`config.mk`:
```
export PLATFORM = sky130hd
export DESIGN_NAME = uart_rx
export DESIGN_NICKNAME = d
export VERILOG_FILES = /design/src/rtl/uart_rx.sv
export SDC_FILE = /design/constraint.sdc
export NUM_CORES = 1
export LEC_CHECK = 0
export ABC_AREA = 1
export CORE_MARGIN = 5
export CORE_UTILIZATION = 59
export DETAILED_ROUTE_END_ITERATION = 8
export GPL_TIMING_DRIVEN = 0
export PLACE_DENSITY = 0.79
export SLEW_MARGIN = 20
export SYNTH_ARGS = -nofsm -noshare
export SYNTH_HDL_FRONTEND = slang
export SYNTH_SLANG_ARGS = --single-unit
```
`constraint.sdc`:
```
create_clock -name clock -period 2.4 [get_ports clock]
set_clock_uncertainty 0.15 [all_clocks]
set_input_delay 0.6 -clock clock [delete_from_list [all_inputs] [get_ports clock]]
set_output_delay 0.6 -clock clock [all_outputs]
set_load 0.005 [all_outputs]
```
`src/rtl/uart_rx.sv`:
```
// uart_rx: 8N1 serial receiver with a small show-ahead receive FIFO.
// A two-flop synchroniser feeds a five-state bit-timing FSM. Completed
// bytes are pushed into a FIFO whose head is presented combinationally
// on q. Sticky overrun and frameErr flags report dropped bytes and bad
// stop bits until software clears them.
module uart_rx #(
  parameter int CLKS_PER_BIT = 434,
  parameter int FIFO_DEPTH   = 4
) (
  input  logic       clock,
  input  logic       reset,
  input  logic       uartRxPin,
  input  logic       re,
  input  logic       clearErr,
  output logic [7:0] q,
  output logic       ready,
  output logic       full,
  output logic       busy,
  output logic       overrun,
  output logic       frameErr
);

  // Counter and pointer geometry.
  localparam int CNT_W = $clog2(CLKS_PER_BIT);
  localparam int AW    = $clog2(FIFO_DEPTH);
  localparam int PW    = AW + 1;

  // Count values at which the FSM acts: mid start bit, and end of a bit.
  localparam logic [CNT_W-1:0] CNT_HALF = CNT_W'(CLKS_PER_BIT / 2 - 1);
  localparam logic [CNT_W-1:0] CNT_LAST = CNT_W'(CLKS_PER_BIT - 1);

  // Pointer difference that means "full": only the wrap bit differs.
  localparam logic [PW-1:0] FULL_XOR = {1'b1, {AW{1'b0}}};

  typedef enum logic [2:0] {
    S_IDLE  = 3'd0,
    S_START = 3'd1,
    S_DATA  = 3'd2,
    S_STOP  = 3'd3,
    S_BREAK = 3'd4
  } state_t;

  // ---------------------------------------------------------------------
  // Synchroniser
  // ---------------------------------------------------------------------
  logic sync1_q;
  logic sync2_q;
  logic rxs;

  // Bring the asynchronous line into the clock domain; idle level is 1.
  always_ff @(posedge clock or negedge reset) begin
    if (!reset) begin
      sync1_q <= 1'b1;
      sync2_q <= 1'b1;
    end else begin
      sync1_q <= uartRxPin;
      sync2_q <= sync1_q;
    end
  end

  assign rxs = sync2_q;

  // ---------------------------------------------------------------------
  // Receiver FSM
  // ---------------------------------------------------------------------
  state_t           state_q,   state_d;
  logic [CNT_W-1:0] clk_cnt_q, clk_cnt_d;
  logic [2:0]       bit_idx_q, bit_idx_d;
  logic [7:0]       shift_q,   shift_d;
  logic             push;
  logic             frame_set;

  // Next-state logic: bit timing, data capture and stop-bit verdict.
  always_comb begin
    state_d   = state_q;
    clk_cnt_d = clk_cnt_q;
    bit_idx_d = bit_idx_q;
    shift_d   = shift_q;
    push      = 1'b0;
    frame_set = 1'b0;

    unique case (state_q)
      S_IDLE: begin
        if (!rxs) begin
          state_d   = S_START;
          clk_cnt_d = '0;
        end
      end

      S_START: begin
        // Re-check the line half a bit in; a high here was a glitch.
        if (clk_cnt_q == CNT_HALF) begin
          clk_cnt_d = '0;
          bit_idx_d = 3'd0;
          state_d   = rxs ? S_IDLE : S_DATA;
        end else begin
          clk_cnt_d = clk_cnt_q + 1'b1;
        end
      end

      S_DATA: begin
        // One full bit period after the previous centre is the next centre.
        if (clk_cnt_q == CNT_LAST) begin
          clk_cnt_d        = '0;
          shift_d[bit_idx_q] = rxs;
          if (bit_idx_q == 3'd7) begin
            state_d = S_STOP;
          end else begin
            bit_idx_d = bit_idx_q + 1'b1;
          end
        end else begin
          clk_cnt_d = clk_cnt_q + 1'b1;
        end
      end

      S_STOP: begin
        if (clk_cnt_q == CNT_LAST) begin
          clk_cnt_d = '0;
          if (rxs) begin
            push    = 1'b1;
            state_d = S_IDLE;
          end else begin
            frame_set = 1'b1;
            state_d   = S_BREAK;
          end
        end else begin
          clk_cnt_d = clk_cnt_q + 1'b1;
        end
      end

      S_BREAK: begin
        // Hold here while the line stays low so a break counts only once.
        if (rxs) begin
          state_d = S_IDLE;
        end
      end

      default: begin
        state_d = S_IDLE;
      end
    endcase
  end

  // FSM state, bit timer, bit index and shift register.
  always_ff @(posedge clock or negedge reset) begin
    if (!reset) begin
      state_q   <= S_IDLE;
      clk_cnt_q <= '0;
      bit_idx_q <= 3'd0;
      shift_q   <= 8'h00;
    end else begin
      state_q   <= state_d;
      clk_cnt_q <= clk_cnt_d;
      bit_idx_q <= bit_idx_d;
      shift_q   <= shift_d;
    end
  end

  assign busy = (state_q != S_IDLE);

  // ---------------------------------------------------------------------
  // Receive FIFO
  // ---------------------------------------------------------------------
  logic [7:0]    mem [FIFO_DEPTH];
  logic [PW-1:0] wp_q, wp_d;
  logic [PW-1:0] rp_q, rp_d;
  logic          pop;
  logic          wr_en;
  logic          drop;
  logic          overrun_q, overrun_d;
  logic          frame_err_q, frame_err_d;

  assign ready = (wp_q != rp_q);
  assign full  = ((wp_q ^ rp_q) == FULL_XOR);

  // Pointer and flag updates. A simultaneous pop frees the slot a push
  // needs, so a push into a full FIFO is only dropped without a pop.
  always_comb begin
    pop   = re && ready;
    wr_en = push && (!full || pop);
    drop  = push && full && !pop;

    wp_d = wp_q + PW'(wr_en);
    rp_d = rp_q + PW'(pop);

    overrun_d = overrun_q;
    if (drop) begin
      overrun_d = 1'b1;
    end else if (clearErr) begin
      overrun_d = 1'b0;
    end

    frame_err_d = frame_err_q;
    if (frame_set) begin
      frame_err_d = 1'b1;
    end else if (clearErr) begin
      frame_err_d = 1'b0;
    end
  end

  // FIFO pointers and sticky error flags.
  always_ff @(posedge clock or negedge reset) begin
    if (!reset) begin
      wp_q        <= '0;
      rp_q        <= '0;
      overrun_q   <= 1'b0;
      frame_err_q <= 1'b0;
    end else begin
      wp_q        <= wp_d;
      rp_q        <= rp_d;
      overrun_q   <= overrun_d;
      frame_err_q <= frame_err_d;
    end
  end

  // Storage array; contents are meaningless until the pointers cover them.
  always_ff @(posedge clock) begin
    if (wr_en) begin
      mem[wp_q[AW-1:0]] <= shift_q;
    end
  end

  assign q        = ready ? mem[rp_q[AW-1:0]] : 8'h00;
  assign overrun  = overrun_q;
  assign frameErr = frame_err_q;

endmodule

```
; After elaboration in Yosys (flattened, before gate mapping)
; Memory sizes are Yosys's and may differ from the RTL's.
; Index checks and enable logic that the tools add are counted.
[op_classes]
n_reduce_logical = 19
magnitude_cmp = 2
bitwise_logic = 1
mux = 32
n_addsub = 4
n_eq_ne = 16
[op_table]
columns = op, count
row1 = 3-bit 2-to-1 mux, 10
row2 = 9-bit 2-to-1 mux, 3
row3 = 9-bit case mux with 3 select lines, 1
row4 = 3-bit case mux with 5 select lines, 1
row5 = 2-bit inequality test (second input constant), 7
row6 = 1-bit 2-to-1 mux, 12
row7 = 9-bit by 1-bit adder with 9-bit output (second input constant), 1
row8 = 3-bit == test (second input constant), 3
row9 = 9-bit by 8-bit == test with 1-bit output (second input constant), 1
row10 = 9-bit == test (second input constant), 1
row11 = 8-bit bitwise mux, 1
row12 = 8-bit 2-to-1 mux, 1
row13 = 3-bit by 1-bit adder with 3-bit output, 2
row14 = 3-bit by 2-bit == test with 1-bit output (second input constant), 2
row15 = 3-bit case mux with 2 select lines, 1
row16 = 6-bit AND reduction, 1
row17 = 2-bit nonzero test, 3
row18 = 3-bit nonzero test, 2
row19 = 1-bit logical AND, 5
row20 = 3-bit by 4-bit less-than comparator with 1-bit output (second input constant), 1
row21 = 2-bit AND reduction, 2
row22 = 4-bit AND reduction, 1
row23 = 3-bit by 1-bit adder with 3-bit output (second input constant), 1
row24 = 1-bit demux with 3-bit select, 1
row25 = other kinds (9), 10
[word_totals]
word_cells = 85
ram_bits = 32
output_inout_bits = 13
register_bits = 33
in_bits = 5
mem_count = 1
[memory_table]
columns = name, words, word_bits, read_ports, rd_clocked_by_memory_dff, wr, line
row1 = mem, 4, 8, 1, 0, 1, 164  ; logic [7:0] mem [FIFO_DEPTH];

; Logic depth before layout (Yosys ltp)
; Gate-level depths: netlist of the first run.
[depth]
word_depth = 7
depth_mapped = 11

; Worst setup path after synthesis of the first run
; OpenSTA, ideal clock, no wires.
[synth_path]
path_type = register to register
from = register clk_cnt_q[1]
to = memory mem[2][0] (enable)
arrival_ns = 1.547
t_required_ns = 1.880
slack_ns = 0.332
stages_incl_launch_ff = 9
path_cell_list = dfrtp_1 inv_1 ha_1 nand2_1 nor2_1 nand2_4 nor2_2 nand3_1 nor2_1
[synth_via]
elab_chain_len = 6
[synth_rtl]
columns = element, line
row1 = "start, declared", 67  ; logic [CNT_W-1:0] clk_cnt_q, clk_cnt_d;
row2 = "start signal, assigned", 153  ; clk_cnt_q <= clk_cnt_d;
row3 = 9-bit == test, 117  ; if (clk_cnt_q == CNT_LAST) begin
row4 = 1-bit 2-to-1 mux, 117
row5 = 1-bit 2-to-1 mux, 82  ; unique case (state_q)
row6 = 1-bit logical AND, 180  ; wr_en = push && (!full || pop);
row7 = 1-bit 2-to-1 mux, 218  ; if (wr_en) begin
row8 = 1-bit 2-to-1 mux (implied by the code), 219  ; mem[wp_q[AW-1:0]] <= shift_q;
row9 = "end, declared", 164
; No other way between the ends.

; Worst setup path after layout of the first run
[layout_path]
from = register rp_q[0]
to = output port q[5]
[layout_via]
elab_chain_len = 2
word_cells_on_any_way = 3
cone_classes = eq/ne (1) / mux (1) / memory (1)
[layout_rtl]
columns = element, line
row1 = "start, declared", 166  ; logic [PW-1:0] rp_q, rp_d;
row2 = "start signal, assigned", 210  ; rp_q <= rp_d;
row3 = memory 4 x 8 bit or 3-bit inequality test (tied branches), n/a
row4 = 8-bit 2-to-1 mux (*), 223  ; assign q = ready ? mem[rp_q[AW-1:0]] : 8'h00;
row5 = "end, declared", 15  ; output logic [7:0] q,
; Mark *: on every way between the ends. The rest lies on a longest branch, timed or not.

==> out/qor.txt, run 1 <==
Num CTS Buffers: 9
Inst Count DP: 452
Diodes inserted: 0
Buf/Inv on CP: 5
Top Family by Delay on Critical Path: buffers and inverters
Worst EP required: 1.65 ns
Worst-Skew Late Latency: 0.34 ns
Input/output buffers: 17
Cell variety after synth: 25
Vias per inst: 5.47
GP Congestion: 0.841
Top_reg_cell synth: edfxtp_1
Clock Power Share: 44.1%
Critical Path Source Type: flip-flop
Tmin final: 2.47 ns
Count of mapped cells out of synthesis: 365
Final ANT Viol Nets: 0
Sw frac: 22.2%
I/O pin count: 18
Core Area: 0.00520 sq mm
CTS H-tree depth: 3
DP HPWL: 4.00 mm
Final wirelength: 7.81 mm
Final period util: 103%
Commonest non-fill, non-tap cells in the layout: nand2_1, inv_1, nor2_1
First-pass DRT Iterations: 5
Fmax: 404 MHz
Psw: 0.000471 W
Pin count of the biggest net entering global routing: 34
Yosys warnings: 0
Rel. slew slack: 52.2%
Critical-path cell with the highest stage delay: dfrtp_1
Pleak: 2.11 nW
Mean Syn Cell Area: 8.79 sq um
Layout cells sized above 1: 24.6%
Logic gate share of total power: 0.9%
Yosys reg bits: 65
Vias in the first global route: 2541
CTS max path bufs: 2
Grt ovf: 0
Vias: 2674
Synthesized area: 0.00321 sq mm
Count of clock tree sinks: 65
RSZ-0062 raised after global routing: true
CP peak stage delay: 0.39 ns
Max Cap Violations: 0
Seq pwr share: 55.0%
Commonest non-fill, non-tap cell in the layout: nand2_1
Number of synthesized flops with an enable pin: 32
First-pass GRT wire length: 11.7 mm
Reg clk slew, reported paths: 0.08 ns
Initial core utilization: 61.7%
Fin nets: 428
DRT iter0 DRCs: 207
TritonCTS clock tree: yes
Slew Viols, Final: 0
Transition time at the pin with the least slew margin: 0.718 ns
Worst setup path class: flip-flop to primary output
Asr flop ratio synth: 50.8%
DIE HEIGHT: 83.8 um
Maximum VDD drop: 0.361 mV
Failing checks: negative setup slack
Fill count: 329
HP Class: primary input to async pin
Drt wl/cell: 16.0 um
Syn_nets: 379
Die width: 83.8 um
Power Dens Cells: 522 mW/mm^2
Fin cells: 489
Hold Fails Final Rpt: 0
Area Growth Syn to Fin: 26.5%
Status: finished with violations
Die area: 0.00701 sq mm
Critical Path, Cell by Cell: buf_8, buf_6, buf_6, nor2_4, nor2_2, o21ai_1, o21ai_1, nand2_2, inv_1, buf_2
Row count: 26
Cell-internal power: 0.00165 W
DRC: 0
Fin Setup TNS: -0.149 ns
Final setup vio count: 4
Total track usage: 21.2%
Critical path arrival: 1.72 ns
Register area share after synthesis: 55.8%
Worst-path fanout max: 7
Final WS setup: -0.0739 ns
Root buf cell: clkbuf_8
Hold_buf cts: 0
Initial antenna violation count: 0
Crit end category: primary output
## through the flow
step | hold WS, ns | power [W] | util [%] | worst slack [ns] | instance area [sq um]
after global placement | 0.199 | 0.00121 | 66.6 | -0.172 | 3470
after CTS | 0.183 | 0.00211 | 76.6 | -0.0195 | 3990
after detailed placement | 0.201 | 0.00121 | 66.5 | -0.257 | 3460
after floorplan | 0.154 | 0.00119 | - | 0.332 | 3210
final | 0.161 | 0.00212 | 78.0 | -0.0739 | 4060
after global routing | 0.220 | 0.00217 | 78.0 | -0.143 | 4060
## metal layers
metal  vias to the layer above  global-route usage (%)  share of wire, %
li1                       1275                       -                 -
met1                      1254                    24.8                40
met2                       125                    36.5                51
met3                        20                    4.15               6.6
met4                         0                    11.4               2.5
met5                         -                       0                 0
## Yosys cell counts, types with 2 or more instances
master	count	area [sq um]
buf_2	4	20.0
nor2_1	53	199
dfstp_2	2	52.6
inv_2	5	18.8
nand4_1	12	75.1
nor2_2	4	25.0
edfxtp_1	32	961
dfrtp_1	31	776
xnor2_1	2	17.5
o21ai_0	31	155
ha_1	9	113
xor2_1	2	17.5
nand2_2	5	31.3
inv_1	53	199
nand2_4	3	33.8
nand2_1	85	319
nand3_1	24	120
## worst reg2reg max path: cells and delay by family (launching register included)
family,cells,cell delay [ns]
and+or+nand+nor,6,1.13
buffers and inverters,1,0.11
adders and majority gates,1,0.19
DFF,1,0.40
## final timing paths
kind                              start      endpoint  slack [ns]  cells past startpoint
hold / removal                    reset  clk_cnt_q[0]        0.16                      1
min in group clock              sync1_q           rxs        0.21                      0
setup / recovery                rp_q[0]          q[5]       -0.07                     10
max in group asynchronous         reset    shift_q[1]        1.48                      1
setup reg to reg           clk_cnt_q[1]     mem[2][6]        0.11                      8
hold reg to reg                 sync1_q           rxs        0.21                      0
## cell type report
type | instances | area [sq um] | share of cell area [%]
flip-flops and latches | 65 | 1790 | 44.1
multi-input cells | 238 | 1340 | 33.0
repair buffers | 37 | 357 | 8.78
inverters | 58 | 225 | 5.55
clock buffers | 9 | 124 | 3.05
well taps | 70 | 87.6 | 2.16
clock inverters | 7 | 70.1 | 1.73
plain buffers | 5 | 66.3 | 1.63
## flip-flops by register name, indices dropped and copies added (netlist names)
| signal | flops |
|---|---|
| rp_q | 3 |
| mem | 32 |
| shift_q | 8 |
| state_q | 3 |
| overrun | 1 |
| frameErr | 1 |
| clk_cnt_q | 9 |
| sync1_q | 1 |
| bit_idx_q | 3 |
| wp_q | 3 |
| rxs | 1 |
## kinds of logic (layout without fill, tap and decap cells)
kind of cell	Yosys count	after routing	share of synthesized area [%]
buf+inv	63	116	7.52
xor+xnor	4	4	1.09
fa+ha+maj	9	9	3.51
simple gates	190	191	26.5
flops	65	65	55.8
compound gates	34	34	5.61
## timing repair
action / 4_1_cts / 5_1_grt
setup endpoints to repair: 42 / 41
buffers inserted: 18 / 1
gates resized for setup: 80 / 36
gates cloned: 2 / 0
pin swaps: 15 / 12
## power groups by stage
stage / Clock (W) / Sequential, W / Combinational (W)
6_report: 0.000934 / 0.00117 / 0.0000194
5_1_grt: 0.000985 / 0.00117 / 0.0000229
4_1_cts: 0.000922 / 0.00117 / 0.0000200
3_5_place_dp: 0 / 0.00119 / 0.0000200
3_3_place_gp: 0 / 0.00119 / 0.0000205
2_1_floorplan: 0 / 0.00119 / 0.00000238
Power figures use the tool's default switching activity.
==> inputs of run 2 (changes only) <==
GPL_TIMING_DRIVEN = 1   (was 0)
==> run 2 against run 1 <==
The flow still finishes with violations (negative setup slack). Non-clock buffer count up 1. Die area did not move. Fmax increased by 1.8%. Via count fell by 3.3%. Cell area decreased by 3.5%. Total power is 7.3% lower. Hold slack better by 0.048 ns. Sequential share of layout area rose by 1.7 points. Routed wire length is 12% lower. Critical path depth is 1 lower. Largest power group unchanged.
==> out/qor.txt, run 2 (synthesis results as in run 1) <==
Final wirelength: 6.89 mm (-12%)
Drt wl/cell: 14.1 um (-12%)
Input/output buffers: 17 (unchanged)
CP peak stage delay: 0.48 ns (+0.09 ns)
Hold_buf cts: 0 (unchanged)
CTS max path bufs: 2 (unchanged)
Rel. slew slack: 72.7% (+21 points)
Reg clk slew, reported paths: 0.07 ns (about the same)
First-pass GRT wire length: 11.6 mm (-0.41%)
DRT iter0 DRCs: 167 (-19%)
Vias: 2587 (-3.3%)
Count of clock tree sinks: 65 (unchanged)
Top Family by Delay on Critical Path: flip-flops
Critical Path Source Type: flip-flop
Maximum VDD drop: 0.350 mV (-3.1%)
Crit end category: primary output
Transition time at the pin with the least slew margin: 0.409 ns (-0.309 ns)
Layout cells sized above 1: 21.7% (-2.9 points)
Critical-path cell with the highest stage delay: dfrtp_2
Commonest non-fill, non-tap cell in the layout: nand2_1
DRC: 0 (unchanged)
Vias per inst: 5.28 (-3.5%)
I/O pin count: 18 (unchanged)
Power Dens Cells: 501 mW/mm^2 (-3.9%)
Fin nets: 429 (+0.23%)
DP Worst Slack: 0.0749 ns (+0.332 ns)
Vias in the first global route: 2558 (+0.67%)
Diodes inserted: 0 (unchanged)
RSZ-0062 raised after global routing: true
Max Cap Violations: 0 (unchanged)
Fmax: 411 MHz (+1.8%)
Fin Hold WS: 0.209 ns (+0.0480 ns)
Fill count: 346 (+5.2%)
Fin cells: 490 (+0.20%)
Final WS setup: -0.0303 ns (+0.0435 ns)
Grt ovf: 0 (unchanged)
Area Growth Syn to Fin: 22.0%
Final period util: 101% (-1.8 points)
Worst EP required: 1.65 ns (about the same)
TritonCTS clock tree: yes
Commonest non-fill, non-tap cells in the layout: nand2_1, inv_1, nor2_1
Final ANT Viol Nets: 0 (unchanged)
HP Class: flip-flop to flip-flop
Hold Fails Final Rpt: 0 (unchanged)
Initial antenna violation count: 0 (unchanged)
Inst Count DP: 457 (+1.1%)
Pleak: 2.05 nW (-2.9%)
Flip-flop count of the largest register after layout: 32 (unchanged)
Critical Path, Cell by Cell: buf_8, buf_6, nor2_4, nor2_1, o21ai_1, o21ai_1, nand2_1, inv_1, buf_2
Failing checks: negative setup slack
Buf/Inv on CP: 4 (-1)
Final setup vio count: 2 (-2)
Utilization after layout: 75.2% (-2.8 points)
Tmin final: 2.43 ns (-0.0435 ns)
Num CTS Buffers: 9 (unchanged)
GP Congestion: 0.849 (+0.95%)
Critical path arrival: 1.68 ns (-0.04 ns)
DIE HEIGHT: 83.8 um (unchanged)
DP HPWL: 4.02 mm (+0.55%)
Core Area: 0.00520 sq mm (unchanged)
Cell mode on critical path: o21ai_1
Die area: 0.00701 sq mm (unchanged)
Status: finished with violations
Initial core utilization: 61.7% (unchanged)
Die width: 83.8 um (unchanged)
Worst-Skew Late Latency: 0.33 ns (about the same)
Root buf cell: clkbuf_8
Pin count of the biggest net entering global routing: 34 (unchanged)
CTS H-tree depth: 3 (unchanged)
Worst-path fanout max: 5 (-2)
First-pass DRT Iterations: 4 (-1)
Worst setup path class: flip-flop to primary output
Total track usage: 21.0% (-0.19 points)
Row count: 26 (unchanged)
Slew Viols, Final: 0 (unchanged)
run 2: changes by cell type in the layout (fill, tap and decap cells not counted), sizes merged:
cell	delta
dlygate4sd2	+1
inv	-1
bufbuf	-1
buf	+1
clkinvlp	+2
bufinv	-1
clkinv	-1
clkdlybuf4s50	+1
run 2: cell type report:
type / instances / area [sq um] / area share [%]
timing repair buffer: 43 / 385 / 9.84
inverter: 58 / 218 / 5.56
sequential: 65 / 1790 / 45.8
multi-input combinational: 238 / 1270 / 32.4
clock inverter: 6 / 36.3 / 0.927
tap: 70 / 87.6 / 2.24
clock buffer: 10 / 128 / 3.26
run 2: repair_timing:
item	in CTS	in global routing
gates cloned	2	0
gates resized for setup	68	17
setup endpoints to repair	10	10
pin swaps	9	4
setup buffers	13	2
run 2: worst paths after layout:
check	startpoint	endpoint	slack [ns]	depth (start not counted)
worst max-delay path	rp_q[0]	q[3]	-0.03	9
worst min-delay path	sync1_q	rxs	0.21	0
worst max register to register	clk_cnt_q[1]	mem[1][1]	0.29	9
worst min register to register	sync1_q	rxs	0.21	0
max in group asynchronous	reset	rxs	1.26	2
min in group asynchronous	reset	clk_cnt_q[3]	0.51	2
run 2: through the flow:
stage	area, sq um	setup TNS (ns)	power (W)
after floorplan	3210	0	0.00119
after global placement	3530	0	0.00121
after detailed placement	3530	0	0.00121
after CTS	3880	-0.0682	0.00197
after global routing	3920	-0.675	0.00204
final	3920	-0.0369	0.00196
run 2: power by group:
group	total (W)	switching (W)	internal (W)
Combinational	0.0000216	0.0000143	0.00000726
Clock	0.000776	0.000409	0.000367
Sequential	0.00117	0.00000215	0.00116
Total	0.00196	0.000426	0.00154
run 2: routing by layer:
layer	routed length [um]	up-vias	global-route usage, %
met5	0	-	0
met4	247	0	13.5
met3	343	24	3.46
met2	3510	87	35.4
met1	2790	1204	24.7
li1	-	1272	-
